--- src/rtl/ad9363_cmos_if_pkg.sv ---
// Shared encodings for the AD9363 CMOS RX deframer: lock FSM states,
// frame classes, frame patterns and the error counter width.
package ad9363_cmos_if_pkg;

  localparam int ERR_CNT_W = 16;

  localparam logic [1:0] FRAME_A0 = 2'b10;
  localparam logic [1:0] FRAME_A1 = 2'b01;

  typedef enum logic [1:0] {
    SEARCH,
    CHECK,
    LOCKED
  } lock_state_t;

  typedef enum logic [1:0] {
    A0,
    A1,
    BAD
  } frame_class_t;

  // {frame_p, frame_n}: only the two alternating patterns are legal
  function automatic frame_class_t classify(input logic [1:0] frame);
    frame_class_t cls;
    cls = BAD;
    if (frame == FRAME_A0) cls = A0;
    else if (frame == FRAME_A1) cls = A1;
    return cls;
  endfunction

endpackage

--- src/rtl/ad9363_rx_frame_lock.sv ---
// Frame classifier and lock state machine: acquires the frame alignment,
// tracks mismatches while locked and keeps the saturating error count.
module ad9363_rx_frame_lock
  import ad9363_cmos_if_pkg::*;
#(
  parameter int LOCK_CNT = 8,
  parameter int LOSS_CNT = 4
) (
  input  logic                 clk,
  input  logic                 rst_n,
  input  logic                 en,
  input  logic                 frame_p,
  input  logic                 frame_n,
  input  logic                 err_clr,
  output logic                 sample_ok,
  output logic                 locked,
  output logic                 align_mode,
  output logic [ERR_CNT_W-1:0] err_cnt
);

  localparam logic [7:0] LOCK_LAST = 8'(LOCK_CNT - 1);
  localparam logic [7:0] LOSS_LAST = 8'(LOSS_CNT - 1);

  lock_state_t  state;
  frame_class_t cls;
  frame_class_t cand_cls;
  frame_class_t lock_cls;
  logic         cand_mode;
  logic [7:0]   good_cnt;
  logic [7:0]   miss_cnt;
  logic         mismatch;

  always_comb begin
    cls       = classify({frame_p, frame_n});
    cand_cls  = cand_mode ? A1 : A0;
    lock_cls  = align_mode ? A1 : A0;
    sample_ok = en && (state == LOCKED) && (cls == lock_cls);
    mismatch  = en && (state == LOCKED) && (cls != lock_cls);
  end

  // align_mode is deliberately left alone on loss of lock or disable
  always_ff @(posedge clk or negedge rst_n) begin
    if (!rst_n) begin
      state      <= SEARCH;
      cand_mode  <= 1'b0;
      good_cnt   <= '0;
      miss_cnt   <= '0;
      locked     <= 1'b0;
      align_mode <= 1'b0;
    end else if (!en) begin
      state    <= SEARCH;
      good_cnt <= '0;
      miss_cnt <= '0;
      locked   <= 1'b0;
    end else begin
      case (state)
        SEARCH: begin
          if (cls != BAD) begin
            cand_mode <= (cls == A1);
            good_cnt  <= 8'd1;
            state     <= CHECK;
          end
        end
        CHECK: begin
          if (cls == cand_cls) begin
            if (good_cnt == LOCK_LAST) begin
              state      <= LOCKED;
              locked     <= 1'b1;
              align_mode <= cand_mode;
              miss_cnt   <= '0;
              good_cnt   <= '0;
            end else begin
              good_cnt <= good_cnt + 8'd1;
            end
          end else begin
            state    <= SEARCH;
            good_cnt <= '0;
          end
        end
        LOCKED: begin
          if (cls == lock_cls) begin
            miss_cnt <= '0;
          end else if (miss_cnt == LOSS_LAST) begin
            state    <= SEARCH;
            locked   <= 1'b0;
            miss_cnt <= '0;
          end else begin
            miss_cnt <= miss_cnt + 8'd1;
          end
        end
        default: begin
          state    <= SEARCH;
          good_cnt <= '0;
          miss_cnt <= '0;
          locked   <= 1'b0;
        end
      endcase
    end
  end

  // Clear takes priority over a simultaneous increment
  always_ff @(posedge clk or negedge rst_n) begin
    if (!rst_n) begin
      err_cnt <= '0;
    end else if (err_clr) begin
      err_cnt <= '0;
    end else if (mismatch && (err_cnt != {ERR_CNT_W{1'b1}})) begin
      err_cnt <= err_cnt + 1'b1;
    end
  end

endmodule

--- src/rtl/ad9363_cmos_if_rx_deframer.sv ---
// AD9363 CMOS RX deframer top: input stage registers, frame lock and
// I/Q pair reassembly into a registered valid-strobed output.
module ad9363_cmos_if_rx_deframer
  import ad9363_cmos_if_pkg::*;
#(
  parameter int LOCK_CNT = 8,
  parameter int LOSS_CNT = 4
) (
  input  logic                 data_clk,
  input  logic                 rst_n,
  input  logic                 rx_en,
  input  logic                 rx_frame_p,
  input  logic                 rx_frame_n,
  input  logic [11:0]          rx_data_p,
  input  logic [11:0]          rx_data_n,
  input  logic                 err_clr,
  output logic                 adc_valid,
  output logic [11:0]          adc_data_i1,
  output logic [11:0]          adc_data_q1,
  output logic                 locked,
  output logic                 align_mode,
  output logic [ERR_CNT_W-1:0] err_cnt
);

  logic        s0_frame_p;
  logic        s0_frame_n;
  logic [11:0] s0_data_p;
  logic [11:0] s0_data_n;
  logic [11:0] s1_data_n;
  logic        sample_ok;

  // s1_data_n supplies the falling-edge I sample for mode 1 pairs
  always_ff @(posedge data_clk or negedge rst_n) begin
    if (!rst_n) begin
      s0_frame_p <= 1'b0;
      s0_frame_n <= 1'b0;
      s0_data_p  <= '0;
      s0_data_n  <= '0;
      s1_data_n  <= '0;
    end else begin
      s0_frame_p <= rx_frame_p;
      s0_frame_n <= rx_frame_n;
      s0_data_p  <= rx_data_p;
      s0_data_n  <= rx_data_n;
      s1_data_n  <= s0_data_n;
    end
  end

  ad9363_rx_frame_lock #(
    .LOCK_CNT (LOCK_CNT),
    .LOSS_CNT (LOSS_CNT)
  ) u_lock (
    .clk        (data_clk),
    .rst_n      (rst_n),
    .en         (rx_en),
    .frame_p    (s0_frame_p),
    .frame_n    (s0_frame_n),
    .err_clr    (err_clr),
    .sample_ok  (sample_ok),
    .locked     (locked),
    .align_mode (align_mode),
    .err_cnt    (err_cnt)
  );

  always_ff @(posedge data_clk or negedge rst_n) begin
    if (!rst_n) begin
      adc_valid   <= 1'b0;
      adc_data_i1 <= '0;
      adc_data_q1 <= '0;
    end else begin
      adc_valid <= sample_ok;
      if (sample_ok) begin
        adc_data_i1 <= align_mode ? s1_data_n : s0_data_p;
        adc_data_q1 <= align_mode ? s0_data_p : s0_data_n;
      end
    end
  end

endmodule
--- config.mk ---
export PLATFORM = sky130hd
export DESIGN_NAME = ad9363_cmos_if_rx_deframer
export DESIGN_NICKNAME = d
export VERILOG_FILES = /design/src/rtl/ad9363_cmos_if_pkg.sv /design/src/rtl/ad9363_rx_frame_lock.sv /design/src/rtl/ad9363_cmos_if_rx_deframer.sv
export SDC_FILE = /design/constraint.sdc
export NUM_CORES = 1
export LEC_CHECK = 0
export ABC_AREA = 1
export BUFFER_PORTS_ARGS = -buffer_cell sky130_fd_sc_hd__buf_2
export CORE_MARGIN = 10
export CORE_UTILIZATION = 61
export CTS_CLUSTER_SIZE = 14
export DETAILED_ROUTE_END_ITERATION = 7
export PLACE_DENSITY = 0.81
export SKIP_LAST_GASP = 1
export SLEW_MARGIN = 20
export SYNTH_ARGS = -nofsm -noshare
export SYNTH_HDL_FRONTEND = slang
export SYNTH_HIERARCHICAL = 1
export SYNTH_SLANG_ARGS = --single-unit
--- constraint.sdc ---
create_clock -name data_clk -period 4.4 [get_ports data_clk]
set_input_delay 0.66 -clock data_clk [delete_from_list [all_inputs] [get_ports data_clk]]
set_output_delay 0.66 -clock data_clk [all_outputs]
set_load 0.005 [all_outputs]
-- Yosys cells after proc, flatten, opt, wreduce, memory -nomap -nowiden
Cells that the tools add are included.
- bits in registers: 100
- bits of input ports: 30
- word-level logic and storage cells: 82
- reductions and logical operators: 12
- add/sub/neg operators: 3
- muxes and demuxes: 32
- eq/ne operators: 20
- operators by type and width (kind ; number):
    $mux 8 ; 9
    $pmux 8 s3 ; 2
    $mux 16 ; 2
    $mux 12 ; 2
    $add 16x1->16 const B ; 1
    $add 8x1->8 const B ; 2
    $mux 2 ; 8
    $ne 16x16->1 const B ; 1
    $ne 3x2->1 const B ; 3
    $eq 8x2->1 const B ; 1
    $eq 8x3->1 const B ; 1
    $reduce_and 4->1 ; 2
    $mux 1 ; 7
    $eq 2x1->1 const B ; 3
    $ne 2x2->1 const B ; 3
    $ne 3x3->1 const B ; 2
    $pmux 2 s3 ; 1
    $reduce_and 3->1 ; 2
    $reduce_and 5->1 ; 1
    $eq 2x2->1 ; 2
    $eq 2x2->1 const B ; 2
    $logic_and 1x1->1 ; 4
    $ne 4x4->1 const B ; 1
    $pmux 1 s3 ; 1
    4 further kinds ; 4

-- Depth between registers and ports, before layout
Gate-level depths: netlist (run 1).
- depth after elaboration: 8
- mapped depth: 11
- gate-level depth less buffers: 11

-- By module
Netlist (run 1), hierarchy kept.
- by module, submodules not included (module ; times used ; seq. area each (µm²) ; cells each ; area each (µm²)):
    ad9363_cmos_if_rx_deframer ; 1 ; 1576.5 ; 231 ; 2362.3
    ad9363_rx_frame_lock ; 1 ; 925.9 ; 327 ; 2331.0

-- Worst setup path before layout (run 1)
OpenSTA, ideal clock, no wires.
- kind: register to register
- start: reg s0_frame_p
- end: reg adc_data_i1[0]
- required time: 4.283 ns
- path buffers: 2
- slack: 2.760 ns
- arrival time: 1.523 ns
- stages on the path, launching flop included: 11
- cells stage by stage: dfrtp_1 inv_1 ha_1 inv_1 nand3_2 nor2_1 buf_4 inv_2 buf_4 nand2_1 nand2_1
- longest elaborated chain between the ends: 5
- RTL lines (what ; line ; RTL):
    from (decl) ; ad9363_cmos_if_rx_deframer.sv:25 ; logic s0_frame_p;
    from (signal assigned) ; ad9363_cmos_if_rx_deframer.sv:41 ; s0_frame_p <= rx_frame_p;
    $eq 2x1->1 ; ad9363_cmos_if_pkg.sv:27 ; else if (frame == FRAME_A1) cls = A1;
    $mux 2 ; ad9363_cmos_if_pkg.sv:27 ;
    $mux 2 (*) ; ad9363_cmos_if_pkg.sv:26 ; if (frame == FRAME_A0) cls = A0;
    $eq 2x2->1 (*) ; ad9363_rx_frame_lock.sv:37 ; sample_ok = en && (state == LOCKED) && (cls == lock_cls);
    $logic_and 1x1->1 (*) ; ad9363_rx_frame_lock.sv:37 ;
    named net sample_ok ; ad9363_cmos_if_rx_deframer.sv:30 ; logic sample_ok;
    to (signal assigned) ; ad9363_cmos_if_rx_deframer.sv:73 ; adc_data_i1 <= align_mode ? s1_data_n : s0_data_p;
    to (decl) ; ad9363_cmos_if_rx_deframer.sv:18 ; output logic [11:0] adc_data_i1,
Mark *: on every way through the listed nets, which the timed path passes. The rest lies on a longest branch.
A chain may end at the register's enable or synchronous reset.

-- Worst setup path in the final report (run 1)
- start: reg u_lock.align_mode
- end: reg adc_data_i1[0]
- longest elaborated chain between the ends: 3
- RTL lines (what ; line ; RTL):
    from (decl) ; ad9363_rx_frame_lock.sv:17 ; output logic align_mode,
    from (signal assigned) ; ad9363_rx_frame_lock.sv:69 ; align_mode <= cand_mode;
    $mux 1 ; ad9363_rx_frame_lock.sv:36 ; lock_cls = align_mode ? A1 : A0;
    $eq 2x2->1 ; ad9363_rx_frame_lock.sv:37 ;
    $logic_and 1x1->1 ; ad9363_rx_frame_lock.sv:37 ;
    named net sample_ok ; ad9363_cmos_if_rx_deframer.sv:30 ;
The timed path passes the listed nets, and every way through them passes these cells.

==> summary.md, run 1 <==
| Metric | Value |
|---|---|
| Post-CTS setup buffers | `0` |
| M1 wire length | `4.187 mm` |
| Switch Pwr | `0.4083 mW` |
| Slew Limit Headroom | `0.3544` |
| Detail Route Antenna Nets | `0` |
| RSZ-0062 raised after global routing | `no` |
| Clock Sinks | `100` |
| Final Skew | `roughly 11 ps` |
| Top Metal Used | `met4` |
| Buf/Inv on CP | `3` |
| Final Critical Period | `between 2000 and 2500 ps` |
| Die height | `~110 um` |
| Worst path most repeated cell | `nand2_1` |
| Global route overflow | `0` |
| Post-synthesis cell type count | `31` |
| Top Family by Delay on Critical Path | `flip-flops` |
| Die span in x | `around 110 um` |
| Crit Path Category | `flip-flop to flip-flop` |
| Post-Syn Area | `roughly 0.0047 mm^2` |
| Final WL | `around 10 mm` |
| Setup TNS | `0 ps` |
| WP data required | `approximately 4600 ps` |
| VDD IR max | `roughly 230 uV` |
| Post-route cell area | `0.005265 mm^2` |
| Dpl cells | `about 720` |
| DR vias/cell | `5.168` |
| Pwr dens | `~340 mW/mm^2` |
| Max FO, Critical Path | `28` |
| Met2 WL post-DR | `a little under 5 mm` |
| Vias in the first global route | `between 3k and 4k` |
| Comb power frac | `0.088` |
| Core Rows | `31` |
| ANT cells | `0` |
| Critical path's slowest cell | `dfrtp_1` |
| WP data arrival | `2640 ps` |
| Num CTS Buffers | `9` |
| Clock power share | `0.345` |
| Ys Warns | `6` |
| Layout cells sized above 1 | `0.1927` |
| Lkg Pwr | `2.913 nW` |
| CTS clock-pin slew for the worst setup and hold paths | `90 ps` |
| # setup viols final | `0` |
| Largest net degree at the start of global routing | `67` |
| Cells after Synth | `roughly 560` |
| Ports | `73` |
| Final Hold Vio Count | `0` |
| Crit path launch type | `flip-flop` |
| Clk Latency, worst-skew pair | `roughly 350 ps` |
| Fin. max-slew vios | `0` |
| IO Port Bufs | `72` |
| Hold WC Path Type | `flip-flop to flip-flop` |
| Run status | `finished, final reports clean` |
| Core box area | `approximately 0.0074 mm^2` |
| CTS tree | `yes` |
| Fmax achieved | `roughly 420 MHz` |
| Nets@finish | `between 600 and 700` |
| Tcrit/Tclk final | `0.5457` |
| CTS max path bufs | `2` |
| Slew @ Worst Pin | `968.4 ps` |
| Worst stage delay on the critical path | `just under 1000 ps` |
| DP HPWL | `roughly 7.2 mm` |
| Non-Filler Instances | `between 700 and 800` |
| Root Driver | `clkbuf_8` |
| Syn_nets | `593` |
| Placed cell area | `slightly above 0.005 mm^2` |
| # resized after CTS | `0` |
| Die area | `0.01160 mm^2` |
| Global-route wire length before repair | `around 17 mm` |
| R2R setup slack | `2000 ps` |
| Vias | `3783` |
| Starting density of the core | `0.6368` |
| Layout Utilization | `0.7144` |
| Switching share of total power | `0.2312` |
| Int Power | `1.358 mW` |
| Cts hold-fix bufs | `0` |
| Met3 routed WL | `a little over 800 um` |
| Gr usage total | `0.1786` |
| Maxcap violations | `0` |
| RePlAce Congestion | `around 0.87` |
| Register area share after synthesis | `0.5332` |
| Initial antenna violation count | `0` |
| CP cell instances | `inv_1 -> nand2_1 -> nand3_2 -> nor2_2 -> buf_4 -> inv_2 -> nand2_1 -> nand2_1` |
| # DRC | `0` |
| Yosys reg bits | `100` |
| Hold slack final | `~380 ps` |
| Commonest non-fill, non-tap cells in the layout | `nand2_1, dfrtp_1, inv_1, buf_2, nand3_1` |
| Area Overhead vs Synth | `12.18%` |
| Initial DRC count | `roughly 230` |
| Avg WL per Cell | `approximately 14 um` |
| H-tree levels | `3` |
| Crit. End Element | `flip-flop` |
| Most common cell after layout, fill and taps aside | `nand2_1` |
| Flop pwr share | `0.567` |
| Mean Syn Cell Area | `8.411 um^2` |
| Pre-antenna DRT Iters | `5` |
-- layout make-up --
cell class	instances	area, um^2
clock inverter	2	60.06
sequential	100	2502
timing repair buffer	74	377.9
fill	570	2105
inverter	81	309.0
clock buffer	12	145.1
tap	99	123.9
multi-input combinational	364	1747
-- logic make-up after synthesis --
family | synth area share
xor gates and xnor gates | 0.01680
adders and majority gates | 0.01333
buffers and inverters | 0.09517
DFF | 0.5332
and+or+nand+nor | 0.3061
AOI/OAI and AO/OA | 0.03546
-- path summary, 6_finish.rpt --
kind                                               to  depth (start not counted)                           from
max in group asynchronous      s0_data_p[6]$_DFF_PN0_                          2                          rst_n
min reg2reg                   s1_data_n[10]$_DFF_PN0_                          0        s0_data_n[10]$_DFF_PN0_
min in group asynchronous     s1_data_n[11]$_DFF_PN0_                          1                          rst_n
min                           s1_data_n[10]$_DFF_PN0_                          0        s0_data_n[10]$_DFF_PN0_
max                        adc_data_i1[0]$_DFFE_PN0P_                          8  u_lock/align_mode$_DFFE_PN0P_
max reg2reg                adc_data_i1[0]$_DFFE_PN0P_                          8  u_lock/align_mode$_DFFE_PN0P_
-- registers in the layout (all words and copies together) (netlist names), 2 cells and up --
name / count
s1_data_n: 12
u_lock/err_cnt: 16
adc_data_q1: 12
s0_data_p: 12
u_lock/good_cnt: 8
s0_data_n: 12
adc_data_i1: 12
u_lock/state: 2
u_lock/miss_cnt: 8
-- per-stage QoR --
step | setup slack [ps] | total power [mW]
2_1_floorplan | 2760 | 1.090
3_3_place_gp | 2171 | 1.169
3_5_place_dp | 2055 | 1.176
4_1_cts | 2013 | 1.787
5_1_grt | 1710 | 1.846
6_report | 1999 | 1.766
-- worst reg2reg max path: cells and delay by family (launching register included) --
kind | cells | cell delay (ps)
buffers and inverters | 3 | 670
flip-flops | 1 | 990
AND/OR/NAND/NOR | 5 | 630
-- synthesized netlist by cell type --
| cell | n | area share |
|---|---|---|
| a21oi_1 | 8 | 0.0085 |
| a22oi_1 | 1 | 0.0016 |
| buf_12 | 2 | 0.0085 |
| buf_4 | 6 | 0.0096 |
| buf_6 | 3 | 0.0072 |
| buf_8 | 1 | 0.0032 |
| clkbuf_1 | 1 | 0.00080 |
| dfrtp_1 | 100 | 0.53 |
| ha_1 | 5 | 0.013 |
| inv_1 | 78 | 0.062 |
| inv_2 | 2 | 0.0016 |
| inv_6 | 1 | 0.0019 |
| nand2_1 | 184 | 0.15 |
| nand2_2 | 25 | 0.033 |
| nand3_1 | 45 | 0.048 |
| nand3_2 | 1 | 0.0021 |
| nand3b_1 | 3 | 0.0048 |
| nand4_1 | 20 | 0.027 |
| nor2_1 | 36 | 0.029 |
| nor2_2 | 1 | 0.0013 |
| nor2_4 | 3 | 0.0072 |
| nor2_8 | 1 | 0.0043 |
| nor3_1 | 1 | 0.0011 |
| o211ai_1 | 1 | 0.0016 |
| o21a_1 | 1 | 0.0016 |
| o21ai_0 | 12 | 0.013 |
| o21bai_1 | 5 | 0.0080 |
| o22ai_1 | 1 | 0.0013 |
| or2_2 | 1 | 0.0013 |
| xnor2_1 | 1 | 0.0019 |
| xor2_1 | 8 | 0.015 |
-- metal layers --
metal	up-vias	track usage
met1	1760	0.2179
met5	-	0
met3	11	0.05329
li1	1871	-
met4	0	0.05725
met2	141	0.2962
-- power by group through the flow --
stage	logic, mW	registers (mW)	clock network [mW]
floorplan	0.0757	1.01	0
global placement	0.152	1.02	0
global route	0.181	1.01	0.658
detailed placement	0.158	1.02	0
finish	0.156	1.00	0.610
CTS	0.159	1.00	0.627
No activity file was read; power rests on OpenSTA's default activity.
==> inputs of run 2 (changes only) <==
- CORE_UTILIZATION: 61 -> 57
- PLACE_DENSITY: 0.81 -> 0.76
- clock period: 4.4 -> 2.3 ns (I/O delays scaled with it)
==> run 2 against run 1 <==
  * Maximum frequency up 28%
  * Setup slack worse by 1600 ps
  * Wire length down 0.68%
  * Sequential power up 91%
  * Non-clock buffer count up 3
  * Die area up 5.7%
  * Critical path depth unchanged
  * Critical endpoint is now u_lock/err_cnt[10]$_DFFE_PN0P_
  * First-iteration DRC count down 15%
  * Clock-buffer cell count down 1
  * Sequential cell count unchanged
==> summary.md, run 2 (synthesized netlist as in run 1, its figures left out) <==
| Metric | Value |
|---|---|
| Layout cells sized above 1 | `0.1991` |
| VDD IR max | `about 290 uV` |
| Die height | `between 100 and 150 um` |
| Num CTS Buffers | `9` |
| Comb power frac | `0.084` |
| CTS clock-pin slew for the worst setup and hold paths | `around 100 ps` |
| Tcrit/Tclk final | `0.8173` |
| Slew @ Worst Pin | `about 490 ps` |
| Switch Pwr | `around 0.84 mW` |
| Global route overflow | `0` |
| IO Port Bufs | `72` |
| ANT cells | `0` |
| Worst stage delay on the critical path | `a little over 400 ps` |
| Initial antenna violation count | `0` |
| RePlAce Congestion | `roughly 0.90` |
| Maxcap violations | `0` |
| Gr usage total | `0.1652` |
| Switching share of total power | `0.2355` |
| Crit Path Category | `flip-flop to flip-flop` |
| Starting density of the core | `0.5770` |
| Initial DRC count | `between 150 and 200` |
| Clk Latency, worst-skew pair | `~360 ps` |
| Int Power | `2.729 mW` |
| CP cell instances | `ha_1 -> inv_1 -> nand3_2 -> nand2_1 -> nor2_4 -> nor2_8 -> nand2_2 -> nand2_1` |
| Crit path launch type | `flip-flop` |
| Layout Utilization | `0.6582` |
| Nets@finish | `between 600 and 700` |
| RSZ-0062 raised after global routing | `no` |
| DP HPWL | `between 7 and 8 mm` |
| Detail Route Antenna Nets | `0` |
| Final WL | `9.977 mm` |
| # setup viols final | `0` |
| Most common cell after layout, fill and taps aside | `nand2_1` |
| Lkg Pwr | `2.953 nW` |
| Vias in the first global route | `between 3k and 4k` |
| Die area | `between 0.01 and 0.015 mm^2` |
| Hold Crit Depth | `1` |
| Run status | `finished, final reports clean` |
| Final Skew | `between 10 and 15 ps` |
| Worst path most repeated cell | `nand2_1` |
| Die span in x | `110.7 um` |
| Filler cells | `682` |
| # DRC | `0` |
| CTS max path bufs | `2` |
| Reg2Reg Depth | `8` |
| Root Driver | `clkbuf_8` |
| Ports | `73` |
| Largest net degree at the start of global routing | `48` |
| Flop pwr share | `0.535` |
| DR vias/cell | `between 5 and 6` |
| Commonest non-fill, non-tap cells in the layout | `nand2_1, dfrtp_1, inv_1, buf_2, nand3_1` |
| Fin. max-slew vios | `0` |
| Dpl cells | `between 700 and 800` |
| Pre-antenna DRT Iters | `4` |
| Vias | `approximately 3.8k` |
| Max FO, Critical Path | `17` |
| Fmax achieved | `approximately 530 MHz` |
| Critical path depth | `8` |
| Top Family by Delay on Critical Path | `simple AND/OR/NAND/NOR gates` |
| Clock Sinks | `100` |
| Avg WL per Cell | `approximately 13 um` |
| WP data arrival | `2130 ps` |
| Final Critical Period | `between 1500 and 2000 ps` |
| Clock power share | `0.380` |
| # resized after CTS | `0` |
| Setup TNS | `0 ps` |
| Hold slack final | `roughly 87 ps` |
| Critical path's slowest cell | `nor2_4` |
| Pwr dens | `approximately 670 mW/mm^2` |
| Hold WC Path Type | `input port to flip-flop` |
| Crit. End Element | `flip-flop` |
| Slew Limit Headroom | `0.6721` |
| Storage cell area | `0.002502 mm^2` |
| Core Rows | `33` |
| Global-route wire length before repair | `around 17 mm` |
| Buf/Inv on CP | `1` |
| Multi-input logic area | `0.001747 mm^2` |
| Non-Filler Instances | `around 740` |
| Post-CTS setup buffers | `0` |
| CTS tree | `yes` |
| Max reg flops | `16` |
| Core box area | `0.008134 mm^2` |
| Register name with the most flops | `u_lock/err_cnt` |
| Area Overhead vs Synth | `14.08%` |
| Final Hold Vio Count | `0` |
| WP data required | `around 2600 ps` |
| H-tree levels | `3` |
## run 2: layout make-up
type | count | share of cell area
Multi-Input combinational cell | 364 | 0.3262
Inverter | 81 | 0.05772
Tap cell | 105 | 0.02454
Timing Repair Buffer | 77 | 0.07759
Clock inverter | 5 | 0.02010
Clock buffer | 11 | 0.02641
Sequential cell | 100 | 0.4674
## run 2: final timing paths
path	to	slack (ps)	from
setup / recovery	u_lock/err_cnt[10]$_DFFE_PN0P_	420	s0_frame_n$_DFF_PN0_
hold / removal	s0_data_n[4]$_DFF_PN0_	90	rx_data_n[4]
setup reg to reg	u_lock/err_cnt[10]$_DFFE_PN0P_	420	s0_frame_n$_DFF_PN0_
hold reg to reg	s1_data_n[11]$_DFF_PN0_	380	s0_data_n[11]$_DFF_PN0_
max in group asynchronous	u_lock/good_cnt[7]$_DFFE_PN0P_	1200	rst_n
min in group asynchronous	adc_data_i1[11]$_DFFE_PN0P_	440	rst_n
## run 2: metrics by stage
stage / power, mW / setup WS [ps] / instance area (um^2)
after floorplan: 2.086 / 659.6 / 4693
after global placement: 2.239 / 483.3 / 5095
after detailed placement: 2.252 / 446.0 / 5095
after CTS: 3.616 / 430.9 / 5354
after global routing: 3.742 / 239.1 / 5354
final: 3.570 / 420.2 / 5354
## run 2: repair_timing
item	4_1_cts	5_1_grt
hold buffers	1	0
endpoints found under the hold margin	28	0
endpoints found under the setup margin	0	0
## run 2: power groups by stage
stage	clock (mW)	sequential, mW	combinational (mW)
5_1_grt	1.47	1.92	0.353
6_report	1.36	1.91	0.301
3_5_place_dp	0	1.95	0.306
3_3_place_gp	0	1.94	0.298
4_1_cts	1.39	1.91	0.310
2_1_floorplan	0	1.94	0.145
## run 2: metal layers
metal | global-route usage | wire length (um)
met5 | 0 | 0
met1 | 0.2001 | 4354
met4 | 0.05208 | 94
met2 | 0.2759 | 4954
met3 | 0.04870 | 574
